$ cat config.mk
export PLATFORM = sky130hd
export DESIGN_NAME = tmp101_temperature_formatter
export DESIGN_NICKNAME = d
export VERILOG_FILES = /design/src/rtl/tmp101_pkg.sv /design/src/rtl/bin8_to_bcd3_iter.sv /design/src/rtl/tmp101_temperature_formatter.sv
export SDC_FILE = /design/constraint.sdc
export NUM_CORES = 1
export LEC_CHECK = 0
export ABC_AREA = 1
export BUFFER_PORTS_ARGS = -buffer_cell sky130_fd_sc_hd__buf_4
export CAP_MARGIN = 20
export CORE_UTILIZATION = 57
export DETAILED_ROUTE_END_ITERATION = 10
export GPL_TIMING_DRIVEN = 0
export MAX_ROUTING_LAYER = met4
export PLACE_DENSITY_LB_ADDON = 0.25
export SLEW_MARGIN = 30
export SYNTH_ARGS = -nofsm -noshare
export SYNTH_HDL_FRONTEND = slang
export SYNTH_SLANG_ARGS = --single-unit
$ cat constraint.sdc
create_clock -name clock -period 2.3 [get_ports clock]
set_input_delay 0.69 -clock clock [delete_from_list [all_inputs] [get_ports clock]]
set_output_delay 0.69 -clock clock [all_outputs]
set_load 0.01 [all_outputs]
$ cat src/rtl/tmp101_pkg.sv
// Shared types and sizing for the TMP101 temperature formatter.
package tmp101_pkg;

  localparam int RAW_W      = 12;
  localparam int INT_W      = 8;
  localparam int BCD_DIGITS = 3;
  localparam int DD_STEPS   = 8;

  localparam int BCD_W      = 4 * BCD_DIGITS;
  localparam int FRAC_W     = RAW_W - INT_W;
  localparam int STEP_CNT_W = $clog2(DD_STEPS);

  typedef enum logic [1:0] {
    IDLE,
    GOT_MSB,
    CONVERT
  } state_t;

endpackage

$ cat src/rtl/bin8_to_bcd3_iter.sv
// Iterative 8-bit binary to 3-digit BCD converter (double-dabble, one shift per cycle).
// Done is high during the cycle whose closing edge performs the final step;
// Bcd is rewritten on that same edge and otherwise holds the last complete result.
module bin8_to_bcd3_iter
  import tmp101_pkg::*;
(
  input  logic             clock,
  input  logic             Reset,
  input  logic             Load,
  input  logic [INT_W-1:0] Bin,
  output logic             Done,
  output logic [BCD_W-1:0] Bcd
);

  localparam int SR_W = BCD_W + INT_W;

  logic [SR_W-1:0]       shift_reg;
  logic [SR_W-1:0]       shift_next;
  logic [STEP_CNT_W-1:0] step_cnt;
  logic                  running;

  // One double-dabble step: adjust every BCD nibble >= 5 by +3, then shift left.
  function automatic logic [SR_W-1:0] dd_step(input logic [SR_W-1:0] s);
    logic [SR_W-1:0] t;
    t = s;
    for (int d = 0; d < BCD_DIGITS; d++) begin
      if (t[INT_W+4*d +: 4] >= 4'd5) begin
        t[INT_W+4*d +: 4] = t[INT_W+4*d +: 4] + 4'd3;
      end
    end
    return {t[SR_W-2:0], 1'b0};
  endfunction

  assign shift_next = dd_step(shift_reg);
  assign Done       = running && (step_cnt == STEP_CNT_W'(DD_STEPS - 1));

  // Working shift register: loaded with the binary value, then stepped while running.
  always_ff @(posedge clock) begin
    if (Load) begin
      shift_reg <= {{BCD_W{1'b0}}, Bin};
    end else if (running) begin
      shift_reg <= shift_next;
    end
  end

  // Step counter, run flag and the published BCD result.
  always_ff @(posedge clock or negedge Reset) begin
    if (!Reset) begin
      running  <= 1'b0;
      step_cnt <= '0;
      Bcd      <= '0;
    end else if (Load) begin
      running  <= 1'b1;
      step_cnt <= '0;
    end else if (running) begin
      step_cnt <= step_cnt + 1'b1;
      if (Done) begin
        running <= 1'b0;
        Bcd     <= shift_next[SR_W-1:INT_W];
      end
    end
  end

endmodule

$ cat src/rtl/tmp101_temperature_formatter.sv
// Collects the MSB/LSB of a TMP101 read, decodes the 12-bit two's-complement
// reading and publishes sign, BCD integer digits and a truncated tenths digit.
module tmp101_temperature_formatter
  import tmp101_pkg::*;
#(
  parameter int MSB_FIRST = 1
) (
  input  logic       clock,
  input  logic       Reset,
  input  logic       FrameStart,
  input  logic       ByteValid,
  input  logic [7:0] ReceivedData,
  output logic       Sign,
  output logic [3:0] Hundreds,
  output logic [3:0] Tens,
  output logic [3:0] Ones,
  output logic [3:0] Tenths,
  output logic       TempValid,
  output logic       Busy,
  output logic       ByteDropped
);

  state_t state;
  state_t state_next;

  logic [7:0]              first_byte;
  logic signed [RAW_W-1:0] raw;
  logic [RAW_W-1:0]        mag;
  logic                    pend_sign;
  logic [3:0]              pend_tenths;
  logic                    capture_first;
  logic                    load;
  logic                    drop;
  logic                    conv_done;
  logic [BCD_W-1:0]        bcd;

  // Absolute value in RAW_W bits; the most negative code maps onto itself (128.0).
  function automatic logic [RAW_W-1:0] magnitude(input logic signed [RAW_W-1:0] r);
    logic [RAW_W-1:0] u;
    u = $unsigned(r);
    return u[RAW_W-1] ? (~u + RAW_W'(1)) : u;
  endfunction

  // Tenths digit from a 1/16 fraction: floor(f * 10 / 16), never rounds up.
  function automatic logic [3:0] tenths_of(input logic [FRAC_W-1:0] f);
    logic [7:0] p;
    p = {1'b0, f, 3'b000} + {3'b000, f, 1'b0};
    return p[7:4];
  endfunction

  // The second byte only contributes its top nibble; the low nibble is padding.
  assign raw = (MSB_FIRST != 0) ? {first_byte, ReceivedData[7:4]}
                                : {ReceivedData, first_byte[7:4]};
  assign mag = magnitude(raw);

  bin8_to_bcd3_iter u_bcd (
    .clock (clock),
    .Reset (Reset),
    .Load  (load),
    .Bin   (mag[RAW_W-1:FRAC_W]),
    .Done  (conv_done),
    .Bcd   (bcd)
  );

  assign Hundreds = bcd[11:8];
  assign Tens     = bcd[7:4];
  assign Ones     = bcd[3:0];
  assign Busy     = (state == CONVERT);

  // State register.
  always_ff @(posedge clock or negedge Reset) begin
    if (!Reset) begin
      state <= IDLE;
    end else begin
      state <= state_next;
    end
  end

  // Next-state and byte-handling decisions; FrameStart outranks a plain ByteValid.
  always_comb begin
    state_next    = state;
    capture_first = 1'b0;
    load          = 1'b0;
    drop          = 1'b0;
    case (state)
      IDLE: begin
        if (ByteValid) begin
          capture_first = 1'b1;
          state_next    = GOT_MSB;
        end
      end
      GOT_MSB: begin
        if (FrameStart) begin
          if (ByteValid) begin
            capture_first = 1'b1;
            state_next    = GOT_MSB;
          end else begin
            state_next = IDLE;
          end
        end else if (ByteValid) begin
          load       = 1'b1;
          state_next = CONVERT;
        end
      end
      CONVERT: begin
        if (ByteValid) begin
          drop = 1'b1;
        end
        if (conv_done) begin
          state_next = IDLE;
        end
      end
      default: begin
        state_next = IDLE;
      end
    endcase
  end

  // Byte latch and the sign/tenths parked until the BCD conversion finishes.
  always_ff @(posedge clock) begin
    if (capture_first) begin
      first_byte <= ReceivedData;
    end
    if (load) begin
      pend_sign   <= raw[RAW_W-1];
      pend_tenths <= tenths_of(mag[FRAC_W-1:0]);
    end
  end

  // Published result flags and pulses; all result fields change together.
  always_ff @(posedge clock or negedge Reset) begin
    if (!Reset) begin
      Sign        <= 1'b0;
      Tenths      <= 4'd0;
      TempValid   <= 1'b0;
      ByteDropped <= 1'b0;
    end else begin
      TempValid   <= conv_done;
      ByteDropped <= drop;
      if (conv_done) begin
        Sign   <= pend_sign;
        Tenths <= pend_tenths;
      end
    end
  end

endmodule

==> results of run 1 <==
placed cells by master, fill, tap and decap left out:
cell type | netlist | final
nand2_1 | 87 | 87
buf_4 | 3 | 34
inv_1 | 33 | 33
o21ai_0 | 26 | 26
dfrtp_1 | 25 | 25
edfxtp_1 | 21 | 21
nor2_1 | 19 | 19
nand3_1 | 12 | 12
dfxtp_1 | 12 | 12
ha_1 | 10 | 10
clkbuf_8 | 0 | 10
xor2_1 | 8 | 8
a21oi_1 | 8 | 8
o22ai_1 | 5 | 5
inv_2 | 4 | 4
nand2_2 | 4 | 4
o21ai_1 | 3 | 3
clkinv_2 | 1 | 3
buf_6 | 2 | 2
a22o_1 | 2 | 2
clkinv_1 | 0 | 2
clkbuf_1 | 0 | 2
nor2_4 | 1 | 1
nand3_2 | 1 | 1
o21ai_2 | 1 | 1
nor2_2 | 1 | 1
o211ai_1 | 1 | 1
and3_1 | 1 | 1
a31o_2 | 1 | 1
xnor2_1 | 1 | 1
o21a_1 | 1 | 1
fa_1 | 1 | 1
stage by stage:
stage / hold slack [ns] / power [mW] / util (%)
6_report: 0.253 / 4.06 / 70.9
5_1_grt: 0.271 / 4.38 / 70.9
4_1_cts: 0.253 / 4.09 / 70.9
3_5_place_dp: 0.431 / 3.31 / 67.3
3_3_place_gp: 0.424 / 3.23 / 67.3
2_1_floorplan: 0.394 / 2.76 / -
power groups by stage:
stage | Clock (mW) | Combinational (mW) | Sequential, mW
global route | 0.834 | 1.75 | 1.79
CTS | 0.791 | 1.55 | 1.75
floorplan | 0 | 0.971 | 1.79
detailed placement | 0 | 1.54 | 1.77
global placement | 0 | 1.48 | 1.75
finish | 0.774 | 1.54 | 1.75
routing by layer:
layer  vias up  part of all wire [%]
met2        60                    48
met5         -                     0
li1       1036                     -
met1       937                    44
met3        12                   5.4
met4         0                   2.8
Yosys cell counts (2+ instances only):
cell      instances
nand2_1          87
inv_1            33
o21ai_0          26
dfrtp_1          25
edfxtp_1         21
nor2_1           19
dfxtp_1          12
nand3_1          12
ha_1             10
a21oi_1           8
xor2_1            8
o22ai_1           5
inv_2             4
nand2_2           4
buf_4             3
o21ai_1           3
a22o_1            2
buf_6             2
layout make-up:
cell class / instances / area share, %
well taps: 52 / 2.06
repair buffers: 31 / 7.38
plain buffers: 5 / 1.43
clock inverters: 4 / 0.556
inverters: 38 / 4.56
clock buffers: 12 / 4.60
flip-flops and latches: 58 / 47.5
multi-input cells: 194 / 31.9
worst min-delay path by stage:
stage	startpoint	to	slack [ns]	depth (start not counted)
after floorplan	Reset	ByteDropped	0.39	0
after global placement	pend_tenths[1]	Tenths[1]	0.42	2
after detailed placement	pend_sign	Sign	0.43	2
after CTS	Reset	Tenths[2]	0.25	1
after global routing	Reset	u_bcd.Bcd[4]	0.27	1
final	Reset	Tenths[3]	0.25	1
kinds of logic (layout without fill, tap and decap cells):
group | after synthesis | in the layout
AND/OR/NAND/NOR | 126 | 126
flip-flops | 58 | 58
AO/OA/AOI/OAI | 48 | 48
buffers and inverters | 43 | 90
adder cells (fa/ha/maj) | 11 | 11
XOR/XNOR | 9 | 9
==> metrics.cfg, run 1 <==
[global_routing]
grt_pass1_vias = 2020
grt_most_used_layer = met2
met2_usage_pct = 38.0
grt_usage_pct = 23.9
met1_usage_pct = 27.7
grt_start_max_net_pins = 26
overflow = 0
antenna_found_initial = 0
grt_pass1_wl_um = 8830
met3_usage_pct = 5.27

[critical_path]
cpLargestDelayFamily = XOR/XNOR gates
slowest_delay_ns = 0.37
rr_startpoint = first_byte[7]
crit_top_cell = xor2_1
path_class = in -> reg
critPathRequiredTime_ns = 2.36
cp.depth = 9
crit_chain = buf_4, inv_1, nand2_1, nand2_2, xor2_1, ha_1, a21oi_1, nor2_1, xor2_1
crit_end = pend_tenths[2]
path_buf_inv = 2
r2r_setup_slack_ns = 0.29
reg2reg_to = pend_tenths[2]
cp_max_fo = 4
cp_slowest_cell = xor2_1
cp-start-kind = primary input
endpoint_kind = register
crit_start = ReceivedData[4]
worstPathArrival_ns = 2.18
r2r_cells = 7

[sta]
skew_ns = 0.00594
period_share_pct = 92.0
finalCriticalPeriod_ns = 2.11
tightest_slew_ns = 0.790
finalSetupTns_ns = 0
fmax_mhz = 473
hold_viol = 0
setup_viol = 0
final.setup.worst_slack_ns = 0.185
max_slew_margin_pct = 47.2
rsz0062_at_grt = no
slew_viol_final = 0

[die]
die_width_um = 70.7
core_um2 = 4440
die_h_um = 70.7
ioPinCount = 32
start_util_pct = 60.6
core.rowCount = 24
dieArea_um2 = 5000

[layout]
stdcell_area_um2 = 3150
multi_input_area_um2 = 1010
stdcell_count = 394
largest_reg_flops = 20
drive_gt1_share_pct = 18.1
diodes = 0
fill_cells = 348
synthToLayoutAreaGrowth_pct = 17.1
fin_nets = 360
register_area_um2 = 1500

[clock_network]
numClockSinks = 58
clkLatencyLatePin_ns = 0.33
clk_pin_slew_worst_paths_ns = 0.06
postCtsSetupBuffers = 0
clk_path_buf_depth = 2
cts-resized-gates = 0
hold_buffers = 0
cts_tree = done
cts_buffers = 9
htreeDepth = 3
root_buffer = clkbuf_8

[synth]
synth-adder-area-share_pct = 5.39
synthTopCellsByArea = edfxtp_1 23%, dfrtp_1 23%, nand2_1 12%
synth_top_family_by_area = simple AND/OR/NAND/NOR gates
ys_ff_latch = 58
yosys_warnings = 0
avgSynthCellArea_um2 = 9.13
synth_compound_area_share_pct = 9.90
synth-xor-area-share_pct = 2.93
yosysUniqueCellTypes = 29
synthCells = 295
syn-num-nets = 318
yosys-mux-area-fraction_pct = 0
synth_seq_area_share_pct = 55.6
synth-edff-count = 21
synthSimpleGateAreaFrac_pct = 19.2
yosys.area.top_type = edfxtp_1
synth_top_flop_cell = dfrtp_1
synthArstFlopShare_pct = 43.1
synth_top_area_share_pct = 23.4
synth_area_um2 = 2690

[power_and_ir_drop]
comb_power_share_pct = 37.9
clock_power_share_pct = 19.0
power_frac_seq_pct = 43.1
power_density_nw_per_um2 = 1290
p_sw_share_pct = 36.7
p_leak_nw = 1.58
internal_power_mw = 2.57
p_sw_mw = 1.49
irDropWorstVdd_v = 0.000522

[route]
via_per_inst = 5.19
routedWlPerCell_um = 12.8
routed_wl_um = 5030
drt-initial-drc-count = 94
drtPass1Iterations = 7
vias = 2045
ant_nets = 0
drt_drc_violations_left = 4

[placed_design]
dpl.hpwl_um = 3660
dp_cells = 378
place.port_buffers = 31
place_ws_ns = -0.134
place_congestion = 0.878
placed_area_um2 = 2990

[outcome]
outcome = finished, violations left
violations = design-rule violations

[flow_run]
drv_cap = 0

[worst_hold_path]
min_path_type = in -> async

No activity file was read; power rests on OpenSTA's default activity.
==> inputs of run 2 (changes only) <==
--- a/config.mk
+++ b/config.mk
@@ -12,7 +12,7 @@
 export DETAILED_ROUTE_END_ITERATION = 10
 export GPL_TIMING_DRIVEN = 0
 export MAX_ROUTING_LAYER = met4
-export PLACE_DENSITY_LB_ADDON = 0.25
+export PLACE_DENSITY = 0.78
 export SLEW_MARGIN = 30
 export SYNTH_ARGS = -nofsm -noshare
 export SYNTH_HDL_FRONTEND = slang
==> run 2 against run 1 <==
Net effect: final area rose by 0.63%; clock skew up 0.0030 ns; flip-flop and latch count is the same; utilization up 0.45 points; global-route usage grew 1.2 points; total power rose by 3.3%; combinational power about the same; sequential power about the same; critical path depth did not move; the run still ends with design-rule violations left; clock power grew 12%; die area did not move.
==> metrics.cfg, run 2 (synthesized netlist as in run 1, its figures left out) <==
[layout]
drive_gt1_share_pct = 18.1  ; unchanged
largest_reg_flops = 20  ; unchanged
fill_cells = 330  ; was 348
diodes = 0  ; unchanged
stdcell_area_um2 = 3170  ; was 3150 µm²
utilization_pct = 71.4  ; was 70.9%
fin_nets = 360  ; unchanged
final_cell_mix = 87 x nand2_1, 34 x buf_4, 33 x inv_1  ; unchanged
final_common_cell = nand2_1  ; unchanged
synthToLayoutAreaGrowth_pct = 17.8  ; was 17.1%

[global_routing]
grt_start_max_net_pins = 26  ; unchanged
overflow = 0  ; unchanged
grt_pass1_vias = 2089  ; was 2020
grt_pass1_wl_um = 9190  ; was 8830 µm
antenna_found_initial = 0  ; unchanged
grt_usage_pct = 25.1  ; was 23.9%

[route]
drt-initial-drc-count = 137  ; was 94
vias = 2074  ; was 2045
routedWlPerCell_um = 13.7  ; was 12.8 µm
ant_nets = 0  ; unchanged
routed_wl_um = 5380  ; was 5030 µm
drtPass1Iterations = 7  ; unchanged
drt_drc_violations_left = 2  ; was 4
via_per_inst = 5.26  ; was 5.19

[sta]
rsz0062_at_grt = no  ; unchanged
finalCriticalPeriod_ns = 2.10  ; was 2.11 ns
finalSetupTns_ns = 0  ; unchanged
slew_viol_final = 0  ; unchanged
max_slew_margin_pct = 42.5  ; was 47.2%
hold_viol = 0  ; unchanged
tightest_slew_ns = 0.859  ; was 0.790 ns
fmax_mhz = 475  ; was 473 MHz
period_share_pct = 91.5  ; was 92.0%
setup_viol = 0  ; unchanged
skew_ns = 0.00897  ; was 0.00594 ns

[clock_network]
clk_path_buf_depth = 2  ; unchanged
postCtsSetupBuffers = 0  ; unchanged
root_buffer = clkbuf_8  ; unchanged
numClockSinks = 58  ; unchanged
cts_tree = done  ; unchanged
cts-resized-gates = 0  ; unchanged
hold_buffers = 0  ; unchanged
cts_buffers = 9  ; unchanged
htreeDepth = 3  ; unchanged
clkLatencyLatePin_ns = 0.34  ; was 0.33 ns
clk_pin_slew_worst_paths_ns = 0.06  ; about the same

[placed_design]
place.port_buffers = 31  ; unchanged
place_congestion = 0.877  ; was 0.878
placed_area_um2 = 2990  ; unchanged
dpl.hpwl_um = 3870  ; was 3660 µm

[critical_path]
critPathRequiredTime_ns = 2.37  ; was 2.36 ns
endpoint_kind = register  ; unchanged
worstPathArrival_ns = 2.17  ; was 2.18 ns
cp-start-kind = primary input  ; unchanged
cp_max_fo = 4  ; unchanged
r2r_cells = 7  ; unchanged
path_class = in -> reg  ; unchanged

[flow_run]
drv_cap = 0  ; unchanged

[die]
core.rowCount = 24  ; unchanged
core_um2 = 4440  ; unchanged
die_h_um = 70.7  ; unchanged
ioPinCount = 32  ; unchanged
die_width_um = 70.7  ; unchanged
dieArea_um2 = 5000  ; unchanged
start_util_pct = 60.6  ; unchanged

[power_and_ir_drop]
irDropWorstVdd_v = 0.000565  ; was 0.000522 V
power_density_nw_per_um2 = 1320  ; was 1290 nW/µm²
p_leak_nw = 1.59  ; was 1.58 nW

[outcome]
violations = design-rule violations  ; unchanged
outcome = finished, violations left  ; unchanged

[worst_hold_path]
min_path_type = in -> async  ; unchanged

## run 2: cell count changes in the layout (fill, tap and decap cells not counted)
cell       previous run  this run
clkinv_1              2         1
clkinv_2              3         2
clkbuf_1              2         3
clkbuf_16             0         1
## run 2: report_power, final
| part | internal (mW) | leakage [nW] | total, mW | switching (mW) |
|---|---|---|---|---|
| clock | 0.482 | 0.0932 | 0.864 | 0.382 |
| sequential | 1.52 | 0.618 | 1.76 | 0.239 |
| combinational | 0.646 | 0.876 | 1.57 | 0.924 |
| total | 2.65 | 1.59 | 4.20 | 1.55 |
## run 2: worst paths after layout
| check | from | endpoint | slack (ns) |
|---|---|---|---|
| setup reg to reg | first_byte[7] | pend_tenths[2] | 0.28 |
| hold reg to reg | pend_tenths[2] | Tenths[2] | 0.45 |
| hold / removal | Reset | Tenths[0] | 0.24 |
| setup / recovery | ReceivedData[4] | pend_tenths[2] | 0.20 |
| max in group asynchronous | Reset | u_bcd.step_cnt[0] | 1.81 |
| min in group clock | pend_tenths[2] | Tenths[2] | 0.45 |
## run 2: critical path, cell delays in order
cell and delay [ns]:
buf_4 0.12, inv_1 0.10, nand2_1 0.11, nand2_2 0.10
xor2_1 0.39, ha_1 0.31, a21oi_1 0.14, nor2_1 0.07
xor2_1 0.15
## run 2: layer usage
metal  share of wire, %  vias up  wire length [µm]  track usage, %
met1                 43      963              2310            27.8
met5                  0        -                 0               -
met3                5.2       12               281            5.56
met2                 50       63              2670            42.0
met4                2.3        0               123            14.2
li1                   -     1036                 -               -
## run 2: per-stage QoR
stage	worst slack [ns]	instances	total power, mW	hold WS [ns]
2_1_floorplan	0.133	295	2.76	0.394
3_3_place_gp	-0.0875	378	3.23	0.422
3_5_place_dp	-0.144	378	3.33	0.438
4_1_cts	0.209	394	4.21	0.254
5_1_grt	0.0566	394	4.51	0.273
6_report	0.197	394	4.20	0.244
## run 2: cell type report
| class | count | area, µm² | share of cell area [%] |
|---|---|---|---|
| sequential | 58 | 1500 | 47.2 |
| clock buffer | 14 | 174 | 5.48 |
| tap | 52 | 65.1 | 2.05 |
| multi-input combinational | 194 | 1010 | 31.7 |
| buffer | 5 | 45.0 | 1.42 |
| clock inverter | 2 | 8.76 | 0.276 |
| inverter | 38 | 144 | 4.53 |
| timing repair buffer | 31 | 233 | 7.33 |
